$ cat config.mk
export PLATFORM = sky130hd
export DESIGN_NAME = sail_write_commit
export DESIGN_NICKNAME = d
export VERILOG_FILES = /design/src/rtl/sail_write_commit.sv
export SDC_FILE = /design/constraint.sdc
export NUM_CORES = 1
export LEC_CHECK = 0
export BUFFER_PORTS_ARGS = -buffer_cell sky130_fd_sc_hd__buf_2
export CAP_MARGIN = 20
export CORE_UTILIZATION = 40
export DETAILED_ROUTE_END_ITERATION = 8
export GPL_TIMING_DRIVEN = 0
export PLACE_DENSITY = 0.55
export SYNTH_ARGS = -nofsm -noshare
export SYNTH_HDL_FRONTEND = slang
export SYNTH_SLANG_ARGS = --single-unit
$ cat constraint.sdc
create_clock -name clk -period 4.1 [get_ports clk]
set_input_delay 0.41 -clock clk [delete_from_list [all_inputs] [get_ports clk]]
set_output_delay 0.41 -clock clk [all_outputs]
set_load 0.02 [all_outputs]
$ cat src/rtl/sail_write_commit.sv
// Batches per-instruction byte writes; commits a batch byte-serially in push order once its last write arrives.
// abort discards an uncommitted batch; overflow discards it with batch_err. Optional trace: SAIL_WRITE_TRACE_EN.
module sail_write_commit #(
  parameter int DEPTH      = 16,
  parameter int ADDR_WIDTH = 64
) (
  input  logic                    clk,
  input  logic                    reset,
  input  logic                    in_valid,
  output logic                    in_ready,
  input  logic [ADDR_WIDTH-1:0]   in_paddr,
  input  logic [7:0]              in_data,
  input  logic                    in_last,
  input  logic                    abort,
  output logic                    mem_wr_valid,
  input  logic                    mem_wr_ready,
  output logic [ADDR_WIDTH-1:0]   mem_wr_addr,
  output logic [7:0]              mem_wr_data,
  output logic                    commit_done,
  output logic                    batch_err,
  output logic [$clog2(DEPTH):0]  pending
);
  localparam int PW = $clog2(DEPTH);
  localparam int CW = PW + 1;

  typedef enum logic [1:0] {IDLE, COLLECT, DRAIN} state_e;

  state_e          state_q, state_d;
  logic [PW-1:0]   wr_ptr_q, wr_ptr_d, rd_ptr_q, rd_ptr_d;
  logic [CW-1:0]   cnt_q, cnt_d;
  logic            ovf_q, ovf_d;
  logic            done_q, done_d;
  logic            err_q, err_d;
  logic            push, pop, full, store, flush;

  logic [ADDR_WIDTH-1:0] addr_mem [DEPTH];
  logic [7:0]            data_mem [DEPTH];

  // State register
  always_ff @(posedge clk) begin
    if (reset) begin
      state_q  <= IDLE;
      wr_ptr_q <= '0;
      rd_ptr_q <= '0;
      cnt_q    <= '0;
      ovf_q    <= 1'b0;
      done_q   <= 1'b0;
      err_q    <= 1'b0;
    end else begin
      state_q  <= state_d;
      wr_ptr_q <= wr_ptr_d;
      rd_ptr_q <= rd_ptr_d;
      cnt_q    <= cnt_d;
      ovf_q    <= ovf_d;
      done_q   <= done_d;
      err_q    <= err_d;
    end
  end

  always_ff @(posedge clk) begin
    if (store) begin
      addr_mem[wr_ptr_q] <= in_paddr;
      data_mem[wr_ptr_q] <= in_data;
    end
  end

  // Output logic
  always_comb begin
    in_ready     = (state_q != DRAIN);
    mem_wr_valid = (state_q == DRAIN) && (cnt_q != '0);
    mem_wr_addr  = addr_mem[rd_ptr_q];
    mem_wr_data  = data_mem[rd_ptr_q];
    commit_done  = done_q;
    batch_err    = err_q;
    pending      = cnt_q;
  end

  assign push = in_valid && in_ready;
  assign pop  = mem_wr_valid && mem_wr_ready;
  assign full = (cnt_q == CW'(DEPTH));

  // Next-state logic
  always_comb begin
    state_d  = state_q;
    wr_ptr_d = wr_ptr_q;
    rd_ptr_d = rd_ptr_q;
    cnt_d    = cnt_q;
    ovf_d    = ovf_q;
    done_d   = 1'b0;
    err_d    = 1'b0;
    store    = 1'b0;
    flush    = 1'b0;
    case (state_q)
      IDLE: begin
        if (push) begin
          store   = 1'b1;
          state_d = in_last ? DRAIN : COLLECT;
        end
      end
      COLLECT: begin
        if (abort) begin
          flush   = 1'b1;
          state_d = IDLE;
        end else if (push) begin
          store = !full;
          if (in_last) begin
            // A dropped final byte still closes the batch.
            if (ovf_q || full) begin
              flush   = 1'b1;
              err_d   = 1'b1;
              state_d = IDLE;
            end else begin
              state_d = DRAIN;
            end
          end else begin
            ovf_d = ovf_q || full;
          end
        end
      end
      DRAIN: begin
        if (pop) begin
          rd_ptr_d = rd_ptr_q + PW'(1);
          cnt_d    = cnt_q - CW'(1);
          if (cnt_q == CW'(1)) begin
            state_d = IDLE;
            done_d  = 1'b1;
          end
        end
      end
      default: state_d = IDLE;
    endcase
    if (store) begin
      wr_ptr_d = wr_ptr_q + PW'(1);
      cnt_d    = cnt_q + CW'(1);
    end
    if (flush) begin
      wr_ptr_d = '0;
      rd_ptr_d = '0;
      cnt_d    = '0;
      ovf_d    = 1'b0;
      store    = 1'b0;
    end
  end

`ifdef SAIL_WRITE_TRACE_EN
  integer trace_cnt;
  always @(posedge clk) begin
    if (reset) begin
      trace_cnt = 0;
    end else begin
      if (pop) begin
        $display("[sail_write_commit] mem[0x%016h] <- 0x%02h", mem_wr_addr, mem_wr_data);
        trace_cnt = trace_cnt + 1;
      end
      if (done_q) begin
        $display("[sail_write_commit] commit_done: %0d bytes", trace_cnt);
        trace_cnt = 0;
      end
    end
  end
`endif

endmodule

# Word-level counts from Yosys, hierarchy flattened
# Memory sizes are Yosys's and may differ from the RTL's. A register that Yosys moved wholly into a read port is not among the register bits.
# Index checks and enable logic that the tools add are counted.
[word_totals] inputBits=78 mem_bits_rw=1152 register_bits=18 wordCells=73 memories=2 out_inout_bits=81
[memory_table] name="addr_mem" words=16 width=64 rd=1 rd_clocked_by_memory_dff=1 wr=1 line="36" source="logic [ADDR_WIDTH-1:0] addr_mem [DEPTH];"
[memory_table] name="data_mem" words=16 width=8 rd=1 rd_clocked_by_memory_dff=1 wr=1 line="37" source="logic [7:0] data_mem [DEPTH];"
[classes] mux=29 n_reduce_logical=16 add_sub_neg=4 bitwise_logic=5 n_eq_ne=10
[ops] op="2-bit 2-to-1 mux" n=8
[ops] op="4-bit 2-to-1 mux" n=4
[ops] op="5-bit 2-to-1 mux" n=3
[ops] op="1-bit 2-to-1 mux" n=12
[ops] op="4-bit by 1-bit adder with 4-bit output (second input constant)" n=2
[ops] op="2-bit inequality test (second input constant)" n=3
[ops] op="3-bit inequality test (second input constant)" n=2
[ops] op="2-bit one-hot mux with 3 select lines" n=1
[ops] op="3-bit OR reduction" n=2
[ops] op="5-bit by 1-bit adder with 5-bit output (second input constant)" n=1
[ops] op="5-bit by 1-bit equality test with 1-bit output (second input constant)" n=1
[ops] op="5-bit equality test (second input constant)" n=1
[ops] op="1-bit inverter" n=5
[ops] op="5-bit AND reduction" n=1
[ops] op="5-bit nonzero test" n=1
[ops] op="5-bit by 1-bit subtractor with 5-bit output (second input constant)" n=1
[ops] op="2-bit AND reduction" n=2
[ops] op="4-bit AND reduction" n=1
[ops] op="2-bit nonzero test" n=2
[ops] op="1-bit logical AND" n=3
[ops] op="2-bit by 1-bit equality test with 1-bit output (second input constant)" n=1
[ops] op="2-bit equality test (second input constant)" n=1
[ops] op="2-bit zero test" n=1
[ops] op="2-bit by 1-bit inequality test with 1-bit output (second input constant)" n=1
[ops] op="4 further kinds" n=4

# Longest topological paths before layout
[depth] word_depth=10 depth_mapped=7

# Least setup slack after synthesis
# No wires, ideal clock.
[synth_timing] kind="flip-flop to flip-flop" start="register cnt_q[0] (netlist: pending[0])" end="memory addr_mem[11][0] (enable)" setup_ns=0.438 t_required_ns=3.662 path_stages_with_launch=8 slack_ns=0.144 period_less_slack_ns=3.956 t_arrival_ns=3.518 n_path_buf=1 cell_sequence="dfxtp_1 > inv_1 > ha_1 > nor4bb_4 > a211o_1 > a31oi_2 > clkbuf_2 > and3_1"
[synth_via] elab_chain_len=10 word_cells_on_any_way=14
[synth_lines] element="start, declared" line="30" source="logic [CW-1:0] cnt_q, cnt_d;"
[synth_lines] element="start signal, assigned" line="53" source="cnt_q <= cnt_d;"
[synth_lines] element="5-bit equality test (*)" line="80" source="assign full = (cnt_q == CW'(DEPTH));"
[synth_lines] element="1-bit logical OR" line="108" source="if (ovf_q || full) begin"
[synth_lines] element="1-bit 2-to-1 mux" line="108"
[synth_lines] element="1-bit 2-to-1 mux" line="106" source="if (in_last) begin"
[synth_lines] element="1-bit 2-to-1 mux" line="104" source="end else if (push) begin"
[synth_lines] element="1-bit 2-to-1 mux" line="101" source="if (abort) begin"
[synth_lines] element="1-bit 2-to-1 mux" line="93" source="case (state_q)"
[synth_lines] element="1-bit 2-to-1 mux (*)" line="136" source="if (flush) begin"
[synth_lines] element="1-bit 2-to-1 mux (*)" line="61" source="if (store) begin"
[synth_lines] element="1-bit 2-to-1 mux (implied by the code) (*)" line="62" source="addr_mem[wr_ptr_q] <= in_paddr;"
[synth_lines] element="end, declared" line="36"
# Mark *: on every way between the ends. The rest lies on a longest branch, timed or not.

==> metrics.txt <==
HPWL after DPL 60200 µm; Netlist Area Pre-Place 44100 µm²; delay of the slowest critical-path stage 0.56 ns; DRC marker count from the first detailed-route iteration 2133; Placed Cells 3555; clk sinks 1174; CP Data Arrival Time 3.53 ns; most frequent CP cell buf_2; CP max FO 10; CP Cell Sequence buf_2 -> buf_2 -> buf_2 -> mux4_2 -> a22oi_1 -> nand2_1 -> buf_2; proportion of synthesized area in mux cells 14.8%; Die H 334 µm; root buf cell clkbuf_16; Setup Fix Bufs, Post-CTS 0; post-synthesis compound-gate area fraction 2.82%; PD cells 516 nW/µm²; number of remaining DRC errors 0; slowest CP cell mux4_2; vias in the first global route 22.4k; Synth async-reset ratio 0%; pin count of the biggest net entering global routing 43; CP Capture Type primary output; area leader, netlist edfxtp_1; xor/xnor share of the synthesized area 0.0794%; Synth Area per Inst 23.2 µm²; Worst-path clk slew 0.06 ns; Final min period 3.94 ns; Synth Net Count 1988; final setup violating endpoints 0; placed inst area 47400 µm²; Design Area, Final 51000 µm²; fin cells 3778; post-synthesis adder-cell area fraction 0.255%; Starting Density 40.4%; TNS Setup 0 ns; most common cell in the synthesized netlist edfxtp_1; CTS tree done; reg2reg setup slack 0.53 ns; post-synthesis simple-gate area fraction 1.64%; initial antenna violation count 15; Final Power 26.3 mW; top cell type's share of synthesized area 78.4%; routed vias/inst 5.49; DR WL/cell 28.0 µm; worst endpoint required time 3.69 ns; Fin. Hold Viols 0; VDD IR max 0.316 mV; max cap viols 0; largest family of logic cells by synthesized area multiplexers; Max H-tree Level 3; uppermost layer routed met5; Routed Antenna Nets 0; clk_skew 0.0318 ns; synth unique cells 43; HP Class primary input to flop; met1 WL 45000 µm; Total GRT Usage 19.2%; Cells after Synth 1901; remaining global-route overflow 0; Main synth FF type edfxtp_1; Area Overhead vs Synth 15.7%; Die Wd 334 µm; max_slew headroom 30.0%; Rows 121; wire length on met3 6940 µm; Setup WS pre-CTS 0.523 ns; RD Place Congestion 0.732; number of flops mapped to enable cells by yosys 1152; Seq cells post-synth 1174; Final Util 46.8%; share of cells above drive strength 1 30.1%; Max Clk Rate 254 MHz; Crit Path Category flop to primary output; Core Area 109000 µm²; routed wl met2 52000 µm; Detailed Route WL 106000 µm; Leak Pwr 15.9 nW; Port Buffers 157; Slew @ Worst Pin 1.05 ns; commonest cells in the netlist 1152 x edfxtp_1, 288 x mux4_2, 144 x a22oi_1, 78 x nand2_1, 46 x clkbuf_1; Slew Viols, Final 0; Hold WS 0.0904 ns; fin crit share 96.2%; Die Area 112000 µm²; fin nets 2287; Clk Latency, worst-skew pair 0.69 ns; first-pass GRT wire length 154000 µm; post-synthesis sequential area ratio 79.4%; TritonRoute pass-1 iters 5; CTS Buf Count 117; vias 20.7k; maximum root-to-sink buffer count 3; Area contributors post-synth edfxtp_1 78%, mux4_2 15%, a22oi_1 2.4%; Syn. warnings 0; final worst slack 0.156 ns; Critical Path Start Type flop; status finished clean; I/O Pins 159
==> power by group <==
group | internal [mW] | leakage, nW | switching [mW]
Combinational | 0.980 | 3.56 | 1.52
Clock | 5.72 | 1.75 | 4.42
Sequential | 13.6 | 10.6 | 0.0959
Total | 20.3 | 15.9 | 6.04
==> state kept, by name (all words and copies together), names as in the netlist, named ones only <==
name and cells:
addr_mem 1024, batch_err 1, commit_done 1, data_mem 128, ovf_q 1, pending 5, rd_ptr_q 4, state_q 2
wr_ptr_q 4
==> cell families after synthesis <==
group                      Yosys count
AOI/OAI and AO/OA                  166
buffers and inverters              108
xor gates and xnor gates             4
adders and majority gates            9
DFF                               1174
and+or+nand+nor                    149
muxes                              291
==> final cells by class <==
cell class                      instances  area, µm²
Inverter                                8       30.0
Antenna cell                            6       15.0
Clock buffer                          152       3150
Sequential cell                      1174      35000
Fill cell                            9016      58100
Timing Repair Buffer                  180       1350
Tap cell                             1476       1850
Multi-Input combinational cell        619       8720
Buffer                                100        430
Clock inverter                         63        473
==> critical path: cells and delay by family, from the launching register on <==
| family | cells | cell delay [ns] |
|---|---|---|
| buffers and inverters | 4 | 1.51 |
| muxes | 1 | 0.56 |
| DFF | 1 | 0.31 |
| AOI/OAI and AO/OA | 1 | 0.23 |
| and+or+nand+nor | 1 | 0.23 |
==> cells in the final DEF, fill, tap and decap left out, types with 3 or more instances in the layout <==
master      count
edfxtp_1     1152
mux4_2        288
buf_2         194
a22oi_1       144
clkbuf_16     121
nand2_1        78
clkbuf_1       76
dfxtp_1        22
clkinv_1       21
clkinv_2       20
and3_4         16
buf_16         16
buf_1          14
nor2_1         14
clkinvlp_4     10
nor3_1          9
ha_1            9
inv_1           8
diode_2         6
nor2b_1         6
nand3_1         6
inv_6           6
a21oi_1         5
bufinv_16       5
buf_12          5
o21a_1          4
or3_1           4
xnor2_1         3
nand3b_1        3
==> per-layer routing <==
| metal | track usage, % | vias to the layer above |
|---|---|---|
| li1 | - | 8765 |
| met1 | 26.7 | 11200 |
| met2 | 31.6 | 662 |
| met3 | 3.58 | 143 |
| met4 | 4.13 | 12 |
| met5 | 0 | - |
==> path summary, 6_finish.rpt <==
check / from / endpoint / cells past startpoint
min: in_paddr[8] / addr_mem[0][8]$_DFFE_PP_ / 1
min reg2reg: rd_ptr_q[1]$_SDFFE_PP0P_ / rd_ptr_q[1]$_SDFFE_PP0P_ / 2
max: flop / mem_wr_addr[30] / 7
max reg2reg: pending[0]$_SDFFE_PP0P_ / addr_mem[11][31]$_DFFE_PP_ / 8
==> timing repair <==
action	in CTS	in global routing
endpoints found under the hold margin	2	0
hold buffers	2	0
resized for setup	0	0
Note: power is estimated with default switching activity, not from simulation.
